$ cat config.mk
export PLATFORM = sky130hd
export DESIGN_NAME = aludec_pipe
export DESIGN_NICKNAME = d
export VERILOG_FILES = /design/src/rtl/aludec_pipe.sv
export SDC_FILE = /design/constraint.sdc
export NUM_CORES = 1
export LEC_CHECK = 0
export BUFFER_PORTS_ARGS = -buffer_cell sky130_fd_sc_hd__buf_2
export CORE_MARGIN = 2
export CORE_UTILIZATION = 57
export DETAILED_ROUTE_END_ITERATION = 12
export PLACE_DENSITY = 0.85
export SYNTH_ARGS = -nofsm -noshare
export SYNTH_HDL_FRONTEND = slang
export SYNTH_SLANG_ARGS = --single-unit
$ cat constraint.sdc
create_clock -name clk -period 12.1 [get_ports clk]
set_clock_uncertainty 0.1 [all_clocks]
set_input_delay 2.42 -clock clk [delete_from_list [all_inputs] [get_ports clk]]
set_output_delay 2.42 -clock clk [all_outputs]
set_load 0.02 [all_outputs]
$ cat src/rtl/aludec_pipe.sv
// Registered MIPS ALU-control decode stage with a DEPTH-entry valid/ready queue and flush.
// Optional reserved-instruction tagging is built when ALUDEC_RI_EN is defined.
module aludec_pipe #(
    parameter int DEPTH     = 2,
    parameter int ALUCTRL_W = 8,
    parameter int PC_W      = 32
) (
    input  logic                       clk,
    input  logic                       rst,
    input  logic                       flush,
    input  logic                       in_valid,
    output logic                       in_ready,
    input  logic [31:0]                in_instr,
    input  logic [PC_W-1:0]            in_pc,
    output logic                       out_valid,
    input  logic                       out_ready,
    output logic [ALUCTRL_W-1:0]       out_alucontrol,
    output logic [PC_W-1:0]            out_pc,
    output logic [4:0]                 out_rs,
    output logic [4:0]                 out_rt,
    output logic [4:0]                 out_rd,
    output logic                       out_is_branch,
    output logic                       out_is_mem,
    output logic                       out_is_hilo,
    output logic                       out_ri,
    output logic [$clog2(DEPTH):0]     count
);

    localparam int PTR_W = $clog2(DEPTH);
    localparam int CNT_W = PTR_W + 1;
    localparam int ENT_W = ALUCTRL_W + PC_W + 18;

    localparam logic [7:0] EXE_NOP_OP    = 8'h00;
    localparam logic [7:0] EXE_AND_OP    = 8'h24;
    localparam logic [7:0] EXE_OR_OP     = 8'h25;
    localparam logic [7:0] EXE_XOR_OP    = 8'h26;
    localparam logic [7:0] EXE_NOR_OP    = 8'h27;
    localparam logic [7:0] EXE_ANDI_OP   = 8'h59;
    localparam logic [7:0] EXE_ORI_OP    = 8'h5A;
    localparam logic [7:0] EXE_XORI_OP   = 8'h5B;
    localparam logic [7:0] EXE_LUI_OP    = 8'h5C;
    localparam logic [7:0] EXE_SLL_OP    = 8'h7C;
    localparam logic [7:0] EXE_SLLV_OP   = 8'h04;
    localparam logic [7:0] EXE_SRL_OP    = 8'h02;
    localparam logic [7:0] EXE_SRLV_OP   = 8'h06;
    localparam logic [7:0] EXE_SRA_OP    = 8'h03;
    localparam logic [7:0] EXE_SRAV_OP   = 8'h07;
    localparam logic [7:0] EXE_MOVZ_OP   = 8'h0A;
    localparam logic [7:0] EXE_MOVN_OP   = 8'h0B;
    localparam logic [7:0] EXE_MFHI_OP   = 8'h10;
    localparam logic [7:0] EXE_MTHI_OP   = 8'h11;
    localparam logic [7:0] EXE_MFLO_OP   = 8'h12;
    localparam logic [7:0] EXE_MTLO_OP   = 8'h13;
    localparam logic [7:0] EXE_SLT_OP    = 8'h2A;
    localparam logic [7:0] EXE_SLTU_OP   = 8'h2B;
    localparam logic [7:0] EXE_SLTI_OP   = 8'h57;
    localparam logic [7:0] EXE_SLTIU_OP  = 8'h58;
    localparam logic [7:0] EXE_ADD_OP    = 8'h20;
    localparam logic [7:0] EXE_ADDU_OP   = 8'h21;
    localparam logic [7:0] EXE_SUB_OP    = 8'h22;
    localparam logic [7:0] EXE_SUBU_OP   = 8'h23;
    localparam logic [7:0] EXE_ADDI_OP   = 8'h55;
    localparam logic [7:0] EXE_ADDIU_OP  = 8'h56;
    localparam logic [7:0] EXE_MULT_OP   = 8'h18;
    localparam logic [7:0] EXE_MULTU_OP  = 8'h19;
    localparam logic [7:0] EXE_DIV_OP    = 8'h1A;
    localparam logic [7:0] EXE_DIVU_OP   = 8'h1B;
    localparam logic [7:0] EXE_J_OP      = 8'h4F;
    localparam logic [7:0] EXE_JAL_OP    = 8'h50;
    localparam logic [7:0] EXE_JR_OP     = 8'h08;
    localparam logic [7:0] EXE_JALR_OP   = 8'h09;
    localparam logic [7:0] EXE_BEQ_OP    = 8'h51;
    localparam logic [7:0] EXE_BNE_OP    = 8'h52;
    localparam logic [7:0] EXE_BLEZ_OP   = 8'h53;
    localparam logic [7:0] EXE_BGTZ_OP   = 8'h54;
    localparam logic [7:0] EXE_BLTZ_OP   = 8'h40;
    localparam logic [7:0] EXE_BGEZ_OP   = 8'h41;
    localparam logic [7:0] EXE_BLTZAL_OP = 8'h4A;
    localparam logic [7:0] EXE_BGEZAL_OP = 8'h4B;
    localparam logic [7:0] EXE_LB_OP     = 8'hE0;
    localparam logic [7:0] EXE_LH_OP     = 8'hE1;
    localparam logic [7:0] EXE_LW_OP     = 8'hE3;
    localparam logic [7:0] EXE_LBU_OP    = 8'hE4;
    localparam logic [7:0] EXE_LHU_OP    = 8'hE5;
    localparam logic [7:0] EXE_SB_OP     = 8'hE8;
    localparam logic [7:0] EXE_SH_OP     = 8'hE9;
    localparam logic [7:0] EXE_SW_OP     = 8'hEB;

    logic [5:0] op;
    logic [5:0] funct;
    logic [4:0] rt_f;
    logic [7:0] dec_code;
    logic       dec_br;
    logic       dec_mem;
    logic       dec_hilo;
    logic       dec_hit;

    assign op    = in_instr[31:26];
    assign funct = in_instr[5:0];
    assign rt_f  = in_instr[20:16];

    always_comb begin
        dec_code = EXE_NOP_OP;
        dec_br   = 1'b0;
        dec_mem  = 1'b0;
        dec_hilo = 1'b0;
        dec_hit  = 1'b1;
        case (op)
            6'h00: begin
                case (funct)
                    6'h00: dec_code = EXE_SLL_OP;
                    6'h02: dec_code = EXE_SRL_OP;
                    6'h03: dec_code = EXE_SRA_OP;
                    6'h04: dec_code = EXE_SLLV_OP;
                    6'h06: dec_code = EXE_SRLV_OP;
                    6'h07: dec_code = EXE_SRAV_OP;
                    6'h08: begin dec_code = EXE_JR_OP;    dec_br   = 1'b1; end
                    6'h09: begin dec_code = EXE_JALR_OP;  dec_br   = 1'b1; end
                    6'h0A: dec_code = EXE_MOVZ_OP;
                    6'h0B: dec_code = EXE_MOVN_OP;
                    6'h10: begin dec_code = EXE_MFHI_OP;  dec_hilo = 1'b1; end
                    6'h11: begin dec_code = EXE_MTHI_OP;  dec_hilo = 1'b1; end
                    6'h12: begin dec_code = EXE_MFLO_OP;  dec_hilo = 1'b1; end
                    6'h13: begin dec_code = EXE_MTLO_OP;  dec_hilo = 1'b1; end
                    6'h18: begin dec_code = EXE_MULT_OP;  dec_hilo = 1'b1; end
                    6'h19: begin dec_code = EXE_MULTU_OP; dec_hilo = 1'b1; end
                    6'h1A: begin dec_code = EXE_DIV_OP;   dec_hilo = 1'b1; end
                    6'h1B: begin dec_code = EXE_DIVU_OP;  dec_hilo = 1'b1; end
                    6'h20: dec_code = EXE_ADD_OP;
                    6'h21: dec_code = EXE_ADDU_OP;
                    6'h22: dec_code = EXE_SUB_OP;
                    6'h23: dec_code = EXE_SUBU_OP;
                    6'h24: dec_code = EXE_AND_OP;
                    6'h25: dec_code = EXE_OR_OP;
                    6'h26: dec_code = EXE_XOR_OP;
                    6'h27: dec_code = EXE_NOR_OP;
                    6'h2A: dec_code = EXE_SLT_OP;
                    6'h2B: dec_code = EXE_SLTU_OP;
                    default: dec_hit = 1'b0;
                endcase
            end
            // REGIMM: branch kind lives in the rt field
            6'h01: begin
                dec_br = 1'b1;
                case (rt_f)
                    5'h00: dec_code = EXE_BLTZ_OP;
                    5'h01: dec_code = EXE_BGEZ_OP;
                    5'h10: dec_code = EXE_BLTZAL_OP;
                    5'h11: dec_code = EXE_BGEZAL_OP;
                    default: begin dec_hit = 1'b0; dec_br = 1'b0; end
                endcase
            end
            6'h02: begin dec_code = EXE_J_OP;    dec_br  = 1'b1; end
            6'h03: begin dec_code = EXE_JAL_OP;  dec_br  = 1'b1; end
            6'h04: begin dec_code = EXE_BEQ_OP;  dec_br  = 1'b1; end
            6'h05: begin dec_code = EXE_BNE_OP;  dec_br  = 1'b1; end
            6'h06: begin dec_code = EXE_BLEZ_OP; dec_br  = 1'b1; end
            6'h07: begin dec_code = EXE_BGTZ_OP; dec_br  = 1'b1; end
            6'h08: dec_code = EXE_ADDI_OP;
            6'h09: dec_code = EXE_ADDIU_OP;
            6'h0A: dec_code = EXE_SLTI_OP;
            6'h0B: dec_code = EXE_SLTIU_OP;
            6'h0C: dec_code = EXE_ANDI_OP;
            6'h0D: dec_code = EXE_ORI_OP;
            6'h0E: dec_code = EXE_XORI_OP;
            6'h0F: dec_code = EXE_LUI_OP;
            6'h20: begin dec_code = EXE_LB_OP;   dec_mem = 1'b1; end
            6'h21: begin dec_code = EXE_LH_OP;   dec_mem = 1'b1; end
            6'h23: begin dec_code = EXE_LW_OP;   dec_mem = 1'b1; end
            6'h24: begin dec_code = EXE_LBU_OP;  dec_mem = 1'b1; end
            6'h25: begin dec_code = EXE_LHU_OP;  dec_mem = 1'b1; end
            6'h28: begin dec_code = EXE_SB_OP;   dec_mem = 1'b1; end
            6'h29: begin dec_code = EXE_SH_OP;   dec_mem = 1'b1; end
            6'h2B: begin dec_code = EXE_SW_OP;   dec_mem = 1'b1; end
            default: dec_hit = 1'b0;
        endcase
    end

    logic [ENT_W-1:0] ent_new;
    logic [ENT_W-1:0] mem_q [DEPTH];
    logic [ENT_W-1:0] mem_d [DEPTH];
    logic [ENT_W-1:0] head;
    logic [PTR_W-1:0] wr_ptr_q, wr_ptr_d;
    logic [PTR_W-1:0] rd_ptr_q, rd_ptr_d;
    logic [CNT_W-1:0] count_q, count_d;
    logic             do_push;
    logic             do_pop;

    assign ent_new = {ALUCTRL_W'(dec_code), in_pc, in_instr[25:21], in_instr[20:16],
                      in_instr[15:11], dec_br, dec_mem, dec_hilo};

    // Gating with rst keeps in_ready low during reset without waiting a cycle for state.
    assign in_ready  = !rst && (count_q < CNT_W'(DEPTH));
    assign out_valid = (count_q != '0);
    assign do_push   = in_valid && in_ready && !flush;
    assign do_pop    = out_valid && out_ready && !flush;
    assign count     = count_q;

    always_comb begin
        mem_d    = mem_q;
        wr_ptr_d = wr_ptr_q;
        rd_ptr_d = rd_ptr_q;
        count_d  = count_q;
        if (flush) begin
            wr_ptr_d = '0;
            rd_ptr_d = '0;
            count_d  = '0;
        end else begin
            if (do_push) begin
                mem_d[wr_ptr_q] = ent_new;
                wr_ptr_d        = wr_ptr_q + PTR_W'(1);
            end
            if (do_pop) begin
                rd_ptr_d = rd_ptr_q + PTR_W'(1);
            end
            case ({do_push, do_pop})
                2'b10:   count_d = count_q + CNT_W'(1);
                2'b01:   count_d = count_q - CNT_W'(1);
                default: count_d = count_q;
            endcase
        end
    end

    always_ff @(posedge clk) begin
        if (rst) begin
            wr_ptr_q <= '0;
            rd_ptr_q <= '0;
            count_q  <= '0;
        end else begin
            wr_ptr_q <= wr_ptr_d;
            rd_ptr_q <= rd_ptr_d;
            count_q  <= count_d;
        end
        mem_q <= mem_d;
    end

    assign head           = out_valid ? mem_q[rd_ptr_q] : '0;
    assign out_alucontrol = head[ENT_W-1 -: ALUCTRL_W];
    assign out_pc         = head[PC_W+17 -: PC_W];
    assign out_rs         = head[17:13];
    assign out_rt         = head[12:8];
    assign out_rd         = head[7:3];
    assign out_is_branch  = head[2];
    assign out_is_mem     = head[1];
    assign out_is_hilo    = head[0];

`ifdef ALUDEC_RI_EN
    logic ri_q [DEPTH];
    logic ri_d [DEPTH];

    always_comb begin
        ri_d = ri_q;
        if (do_push) begin
            ri_d[wr_ptr_q] = !dec_hit;
        end
    end

    always_ff @(posedge clk) begin
        ri_q <= ri_d;
    end

    assign out_ri = out_valid ? ri_q[rd_ptr_q] : 1'b0;
`else
    logic unused_hit;
    assign unused_hit = dec_hit;
    assign out_ri     = 1'b0;
`endif

    logic [4:0] unused_shamt;
    assign unused_shamt = in_instr[10:6];

endmodule

==> results of run 1 <==
## power by group through the flow
stage / registers [W] / logic, W / clock network, W
after floorplan: 0.000476 / 0.0000302 / 0
after global placement: 0.000476 / 0.0000497 / 0
after detailed placement: 0.000476 / 0.0000520 / 0
after CTS: 0.000467 / 0.0000524 / 0.000499
after global routing: 0.000468 / 0.0000573 / 0.000514
final: 0.000467 / 0.0000522 / 0.000491
## registers in the layout, summed over array words and instances, names as in the netlist
name and count:
mem_q 116, count 2, rd_ptr_q 1, wr_ptr_q 1
## metrics by stage
stage          area, um^2  total power, W  util, %
6_report             6380         0.00101     73.5
5_1_grt              6380         0.00104     73.5
4_1_cts              6380         0.00102     73.5
3_3_place_gp         5790        0.000525     66.7
2_1_floorplan        5100        0.000506        -
3_5_place_dp         5790        0.000528     66.7
## kinds of logic (layout without fill, tap and decap cells)
logic type	count (synthesis)	after routing
buf+inv	31	167
xor+xnor	7	7
other cells	1	2
flops	120	120
compound gates	34	34
fa+ha+maj	1	1
mux	58	58
simple gates	105	105
## critical path: stages
cell    delay (ns)
buf_2         0.13
nor2_1        0.09
buf_2         0.17
## final timing paths
kind / from / end / cells after the start
hold reg to reg: wr_ptr_q / wr_ptr_q / 2
hold / removal: wr_ptr_q / wr_ptr_q / 2
setup reg to reg: count[1] / mem_q[86] / 4
setup / recovery: rst / in_ready / 3
## area by class of cell
class	count	share of cell area (%)
clock buffer	18	6.55
inverter	7	0.412
tap	108	2.12
multi-input combinational	206	22.1
antenna	1	0.0392
sequential	120	55.9
clock inverter	14	2.73
timing repair buffer	128	10.2
## Yosys cell counts, drive strengths merged (4+ instances only)
cell type  instances
a21oi              8
buf               12
clkbuf            12
dfxtp              4
edfxtp           116
inv                7
mux2i             58
nand2              6
nor2              74
nor2b              6
nor3               9
o221ai             4
xnor2              4
## metal layers
metal	track usage, %	wire [um]	vias up
li1	-	-	1577
met1	24.1	4100	1595
met2	36.7	5160	109
met3	5.67	524	15
met4	8.96	186	0
met5	0	0	-
==> metrics.txt, run 1 <==
unrepaired setup endpoints after global routing no; Synth top area share 68.3%; Post-CTS Setup Inserts 0; CTS Root Cell clkbuf_8; Mapped Nets 427; clock power share 48.6%; width of the die 98.6 um; Ports 132; Detailed Routing Iterations Pass 1 4; clk sinks 120; sequential share of the synthesized area 69.9%; final hold slack roughly 0.52 ns; WS Path Type input port to primary output; row count 34; Compound-Gate Fraction of Synth Area under 10%; vias in the first global route 3,227; Core Area slightly below 9000 um^2; Pleak around 2.4 nW; Simple-Gate Fraction of Synth Area 9.18%; Post-DP HPWL 6.56 mm; Final Hold Viols 0; total CTS buffers 17; worst-skew pair later-pin latency slightly above 0.5 ns; CP Max Fanout 6; commonest cells after routing, fill and taps aside buf_2 (125), edfxtp_1 (116), nor2_1 (72), mux2i_1 (58), clkbuf_16 (16); Hold Crit Class register to register; Critical Path End Type primary output; # nets final between 500 and 600; synthesized area per cell between 10 and 15 um^2; layout cells sized above 1 between 30% and 40%; maximum VDD drop approximately 0.00013 V; Power Dens Cells about 160 nW/um^2; GPL Wtd Cong 0.758; largest family of logic cells by synthesized area multiplexers; routed wire length about 10 mm; mux contribution to synthesized area 11.4%; outcome completed; Syn Std Cell Area between 5000 and 6000 um^2; switching pwr around 0.00021 W; Top FF cell, synth edfxtp_1; synthesized-area fraction occupied by adder cells less than 1%; CTS tree built; Vias between 3,000 and 4,000; Slew Limit Fails 0; sequential share of power between 40% and 50%; DP Cell Count around 570; DRC 0; asr flop ratio synth 0%; combinational share of power 5.2%; total track usage between 20% and 30%; post-route setup slack about 6.8 ns; DIE AREA 9720 um^2; Post-synth EDFFs 116; Clock Path Buffers 2; leading cell type in the layout, fill and taps excluded buf_2; initial antenna violation count 0; vias per inst ~5.5; area of the multi-input gates ~1400 um^2; Yosys cell types 47; area growth from synthesis to layout 25.1%; DR WL/cell roughly 17 um; fill count around 600; minimum clock period 5.34 ns; Post-Synth XOR/XNOR Area 1.20%; post_cts resized 0; H-tree levels 4; sw frac 21.0%; largest net degree at the start of global routing 60; Post-DRT Antenna Nets 0; final setup violating endpoints 0; CP Data Required Time 9.58 ns; number of hold buffers added after cts 0; grt ovf 0; DP Worst Slack between 6 and 7 ns; fin crit share approximately 44%; Seq cells post-synth between 100 and 150; Buffers on Ports ~130; Max-Cap Viols 0; Worst setup SP type input port; clk slew on worst S/H paths roughly 0.05 ns; Layout Cells excl Fill around 600; setup tns final 0 ns; first-pass GRT wire length approximately 16 mm; initial core utilization between 50% and 60%; headroom to the max-slew limit between 30% and 40%; Tightest Pin Transition 1.03 ns; P_int 0.000799 W; CP arrival between 2 and 3 ns; Synth area leaders edfxtp_1 (68%), mux2i_1 (11%), nor2_1 (5.4%); r2r setup slk roughly 9.7 ns; Peak Freq around 190 MHz; Syn Inst Count between 300 and 400; die height 98.6 um; DRT iter0 DRCs 165; synthesis warning total 0; sequential cell area 3570 um^2; Yosys top cell by area edfxtp_1
Power figures use the tool's default switching activity.
==> run 2, diff against run 1 <==
--- a/config.mk
+++ b/config.mk
@@ -5,11 +5,12 @@
 export SDC_FILE = /design/constraint.sdc
 export NUM_CORES = 1
 export LEC_CHECK = 0
+export ABC_AREA = 1
 export BUFFER_PORTS_ARGS = -buffer_cell sky130_fd_sc_hd__buf_2
 export CORE_MARGIN = 2
-export CORE_UTILIZATION = 57
+export CORE_UTILIZATION = 48
 export DETAILED_ROUTE_END_ITERATION = 12
-export PLACE_DENSITY = 0.85
+export PLACE_DENSITY = 0.76
 export SYNTH_ARGS = -nofsm -noshare
 export SYNTH_HDL_FRONTEND = slang
 export SYNTH_SLANG_ARGS = --single-unit
==> constraint.sdc (replaced) <==
create_clock -name clk -period 4.8 [get_ports clk]
set_clock_uncertainty 0.1 [all_clocks]
set_input_delay 0.96 -clock clk [delete_from_list [all_inputs] [get_ports clk]]
set_output_delay 0.96 -clock clk [all_outputs]
set_load 0.02 [all_outputs]
==> metrics.txt, run 2 <==
DIE AREA 11,600 um^2 (+20%); crit-path cells inv_1 > nand2_2 > inv_2 > buf_4 > a21oi_1 > buf_2; Post-synth EDFFs 116 (unchanged); unrepaired setup endpoints after global routing no; first-pass GRT wire length 16.8 mm (+8.3%); # nets final 666 (+21%); reg2reg path depth 4 (unchanged); maximum VDD drop 0.000175 V (+38%); fill count 824 (+39%); WHS Endpoint count[0]; minimum clock period 3.38 ns; initial antenna violation count 0 (unchanged); sequential share of power 47.2% (+0.9 points); Syn Inst Count 468 (+31%); Buffers on Ports 125 (unchanged); Critical Path End Type primary output; hold depth 1 (-1); Finished Core Util 62.4% (-11 points); WS Path Type register to primary output; CTS tree built; top post-synthesis cells by count nand2_1 (161), edfxtp_1 (116), a21oi_1 (41), nor2_1 (29), inv_1 (23); R2R Path Start count[1]; number of hold buffers added after cts 0 (unchanged); Hold Crit Start count[0]; final setup violating endpoints 0 (unchanged); Mapped Nets 538 (+26%); Peak Freq approximately 300 MHz; most flop-heavy register mem_q; vias per inst 5.15 (-5.9%); most common cell in the netlist nand2_1; worst-skew pair later-pin latency 0.50 ns (about the same); switching pwr 0.000493 W (+130%); max reg flops 116 (unchanged); CP top delay family buffers and inverters; fin crit share between 70 and 80%; vias in the first global route 3,642 (+13%); Synth area leaders edfxtp_1 (67%), nand2_1 (12%), a21oi_1 (4.0%); headroom to the max-slew limit 28.2% (-3.4 points); outcome completed; total CTS buffers 17 (unchanged); Vias 3,840 (+17%); Post-DRT Antenna Nets 0 (unchanged); total track usage 19.1% (-1.8 points); width of the die 108 um (+9.5%); area growth from synthesis to layout 25.3%; Hold Crit Class register to register; post_cts resized 0 (unchanged); CP Data Required Time 3.74 ns (-5.84 ns); P_int 0.00200 W (+150%); Power Dens Cells 384 nW/um^2 (+140%); setup tns final 0 ns (unchanged); Top FF cell, synth edfxtp_1; Post-CTS Setup Inserts 0 (unchanged); Syn Std Cell Area 5180 um^2 (+1.6%); Crit-path slowest cell inv_2; FF-to-FF End mem_q[14]; commonest cells after routing, fill and taps aside nand2_1 (161), buf_2 (125), edfxtp_1 (116), a21oi_1 (41), nor2_1 (27); layout cells sized above 1 31.9% (-2.2 points); Post-DP HPWL 7.03 mm (+7.2%); synthesis warning total 0 (unchanged); Detailed Routing Iterations Pass 1 4 (unchanged); clock power share 47.5% (-1.1 points); CP arrival 2.32 ns (-0.50 ns); clk slew on worst S/H paths 0.05 ns (about the same); Max-Cap Viols 0 (unchanged); CP max stage delay 0.68 ns (+0.51 ns); Clock Path Buffers 2 (unchanged); Worst setup SP type register; sequential share of the synthesized area 68.7% (-1.1 points); Pleak 2.76 nW (+15%); DRC 0 (unchanged); asr flop ratio synth 0% (unchanged); routed wire length 10.8 mm (+7.8%); H-tree levels 4 (unchanged); Core Area 10,400 um^2 (+20%); clk sinks 120 (unchanged); GPL Wtd Cong 0.938 (+24%); combinational share of power 5.2% (about the same); CTS Root Cell clkbuf_8; leading cell type in the layout, fill and taps excluded nand2_1; antenna diode count 0 (-1); largest net degree at the start of global routing 61 (+1.7%); Final Hold Viols 0 (unchanged); die height 108 um (+9.5%); Yosys cell types 25 (-47%); synthesized area per cell 11.1 um^2 (-22%); row count 37 (+8.8%); Slew Limit Fails 0 (unchanged); Seq cells post-synth 120 (unchanged); sw frac 19.8% (-1.2 points); DRT iter0 DRCs 183 (+11%); CP bufs+invs 4 (+2); Yosys top cell by area edfxtp_1; DR WL/cell 14.4 um (-13%); CP Max Fanout 47 (+41); Tightest Pin Transition 1.08 ns (+0.0489 ns); grt ovf 0 (unchanged); Ports 132 (unchanged); initial core utilization 49.8% (-9.0 points); r2r setup slk 2.68 ns (-7.03 ns); Synth top area share 67.2% (-1.1 points)
[run 2: logic make-up after synthesis]
kind of cell	Yosys count	synth area share (%)
AND/OR/NAND/NOR	228	18.4
flip-flops	120	68.7
AO/OA/AOI/OAI	69	8.16
buffers and inverters	49	4.34
adder cells (fa/ha/maj)	1	0.241
other	1	0.0723
[run 2: area by class of cell]
class | instances | area [um^2] | share of cell area (%)
timing repair buffer | 129 | 681 | 10.5
sequential | 120 | 3560 | 54.9
clock buffer | 22 | 433 | 6.66
tap | 136 | 170 | 2.62
inverter | 29 | 111 | 1.71
clock inverter | 10 | 128 | 1.96
multi-input combinational | 299 | 1410 | 21.7
[run 2: through the flow]
stage	cells	total power, W	cell area (um^2)	hold WS (ns)	worst slack (ns)
after global placement	713	0.00132	5940	0.391	1.83
final	745	0.00249	6500	0.414	1.42
after detailed placement	713	0.00133	5940	0.406	1.84
after floorplan	468	0.00127	5180	0.398	0.510
after CTS	745	0.00252	6500	0.419	1.37
after global routing	745	0.00258	6500	0.434	1.26
[run 2: power groups by stage]
stage	clock network, W	logic (W)	registers (W)
CTS	0.00121	0.000131	0.00118
finish	0.00118	0.000131	0.00118
detailed placement	0	0.000130	0.00120
global route	0.00126	0.000145	0.00118
floorplan	0	0.0000700	0.00120
global placement	0	0.000125	0.00120
[run 2: worst max-delay path by stage]
stage,slack [ns],cells past startpoint,end,startpoint
4_1_cts,1.37,6,out_rd[0],count[1]
3_5_place_dp,1.84,5,mem_q[13],flush
2_1_floorplan,0.51,3,mem_q[0],flush
6_report,1.42,6,out_rd[0],count[1]
3_3_place_gp,1.83,5,mem_q[13],flush
5_1_grt,1.26,6,out_rd[0],count[1]
[run 2: per-layer routing]
metal	track usage (%)	share of wire, %	vias to the layer above
met3	6.48	7.2	16
met2	32.6	51	147
met1	22.1	40	1824
met4	7.69	1.2	0
met5	0	0	-
li1	-	-	1853
==> run 3, diff against run 2 <==
--- a/config.mk
+++ b/config.mk
@@ -5,7 +5,7 @@
 export SDC_FILE = /design/constraint.sdc
 export NUM_CORES = 1
 export LEC_CHECK = 0
-export ABC_AREA = 1
+export ABC_AREA = 0
 export BUFFER_PORTS_ARGS = -buffer_cell sky130_fd_sc_hd__buf_2
 export CORE_MARGIN = 2
 export CORE_UTILIZATION = 48
==> constraint.sdc (replaced) <==
create_clock -name clk -period 2.9 [get_ports clk]
set_clock_uncertainty 0.1 [all_clocks]
set_input_delay 0.58 -clock clk [delete_from_list [all_inputs] [get_ports clk]]
set_output_delay 0.58 -clock clk [all_outputs]
set_load 0.02 [all_outputs]
==> metrics.txt, run 3 (synthesis gave the netlist of run 1 again) <==
outcome completed; first-pass GRT wire length 15.3 mm (-9.4%); post-route setup slack 0.387 ns (-1.04 ns); area growth from synthesis to layout 25.4% (about the same); Finished Cell Area 6390 um^2 (-1.6%); layout cells sized above 1 33.5% (+1.7 points); minimum clock period approximately 2.5 ns; CP arrival 1.83 ns (-0.49 ns); Hold Crit Class input port to register; fin crit share between 80% and 90%; Core Area 10,300 um^2 (-0.89%); initial core utilization 49.4% (-0.37 points); Slew Limit Fails 0 (unchanged); DP Worst Slack 0.458 ns (-1.38 ns); worst-skew pair later-pin latency 0.50 ns (about the same); unrepaired setup endpoints after global routing no; CP Data Required Time 2.22 ns (-1.52 ns); initial antenna violation count 0 (unchanged); DR WL/cell 15.9 um (+10%); DP Cell Count 601 (-16%); Pleak 2.40 nW (-13%); max reg flops 116 (unchanged); GR Layer Usage met2 29.7% (-2.9 points); placed instance area 5890 um^2 (-0.80%); Tot Pwr 0.00395 W (+58%); Detailed Routing Iterations Pass 1 4 (unchanged); Ports 132 (unchanged); clock power share 44.9% (-2.6 points); Power Dens Cells 617 nW/um^2 (+61%); total track usage 17.7% (-1.4 points); switching pwr 0.000821 W (+66%); sequential share of power 49.4% (+2.2 points); clk slew on worst S/H paths 0.06 ns (about the same); most flop-heavy register mem_q; Worst setup SP type register; Buffers on Ports 125 (unchanged); number of hold buffers added after cts 0 (unchanged); Clock Path Buffers 2 (unchanged); DIE AREA 11,500 um^2 (-1.6%); Post-DRT Antenna Nets 0 (unchanged); Vias 3,276 (-15%); H-tree levels 4 (unchanged); Post-DP HPWL 6.73 mm (-4.2%); clk sinks 120 (unchanged); vias per inst 5.19 (+0.73%); GPL Wtd Cong 0.857 (-8.7%); Max-Cap Viols 0 (unchanged); maximum VDD drop 0.000344 V (+96%); Tightest Pin Transition 0.738 ns (-0.337 ns); row count 37 (unchanged); GRT met1 Usage 21.5% (-0.63 points); WS Path Type register to primary output; largest net degree at the start of global routing 49 (-20%); commonest cells after routing, fill and taps aside buf_2 (125), edfxtp_1 (116), nor2_1 (72), mux2i_1 (58), clkbuf_16 (16); CTS Root Cell clkbuf_8; final setup violating endpoints 0 (unchanged); headroom to the max-slew limit 50.1% (+22 points); setup tns final 0 ns (unchanged); post_cts resized 0 (unchanged); total CTS buffers 17 (unchanged); vias in the first global route 3,104 (-15%); P_int 0.00313 W (+56%); DRT iter0 DRCs 230 (+26%); gr busiest metal met2; die height 107 um (-0.78%); Peak Freq ~400 MHz; CP Max Fanout 29 (-38%); antenna diode count 0 (unchanged); fill count 791 (-4.0%); DRC 0 (unchanged); CTS tree built; # nets final 554 (-17%); Post-CTS Setup Inserts 0 (unchanged); grt ovf 0 (unchanged); routed wire length 10.0 mm (-6.7%); combinational share of power 5.7% (+0.5 points); Final Hold Viols 0 (unchanged); sw frac 20.8% (+1.0 points); width of the die 107 um (-0.78%); Critical Path End Type primary output; Layout Cells excl Fill 631 (-15%); GR Util met3 4.68% (-1.8 points); leading cell type in the layout, fill and taps excluded buf_2
## run 3: final cells by class
class | count | area [um^2] | area share [%]
Clock buffer | 18 | 418 | 6.53
Timing Repair Buffer | 132 | 716 | 11.2
Multi-Input combinational cell | 206 | 1410 | 22.1
Tap cell | 136 | 170 | 2.66
Clock inverter | 12 | 87.6 | 1.37
Sequential cell | 120 | 3570 | 55.8
Inverter | 7 | 26.3 | 0.411
## run 3: layer usage
layer  up-vias  part of all wire, %
met5         -                    0
met3        14                  6.7
met4         0                  1.5
met1      1552                   41
li1       1584                    -
met2       126                   51
## run 3: through the flow
stage,hold slack (ns),util (%)
5_1_grt,0.139,61.9
4_1_cts,0.139,61.9
2_1_floorplan,0.460,-
3_3_place_gp,0.472,57.0
6_report,0.161,61.9
3_5_place_dp,0.480,57.0
## run 3: worst max-delay path: stages, from the launching register on
cell and delay, ns:
dfxtp_1 0.36, nor2_4 0.45, buf_12 0.24, nor2_1 0.09, buf_2 0.16
## run 3: final timing paths
check,cells past startpoint,startpoint,endpoint,slack (ns)
setup / recovery,4,count[0],out_alucontrol[4],0.39
hold / removal,1,in_instr[23],mem_q[15],0.16
setup reg to reg,8,count[0],count[1],0.90
hold reg to reg,2,wr_ptr_q,wr_ptr_q,0.51
## run 3: power groups by stage
stage | clock [W] | sequential, W | combinational [W]
6_report | 0.00177 | 0.00195 | 0.000225
5_1_grt | 0.00190 | 0.00195 | 0.000247
4_1_cts | 0.00181 | 0.00195 | 0.000226
3_5_place_dp | 0 | 0.00198 | 0.000225
3_3_place_gp | 0 | 0.00198 | 0.000216
2_1_floorplan | 0 | 0.00198 | 0.000127
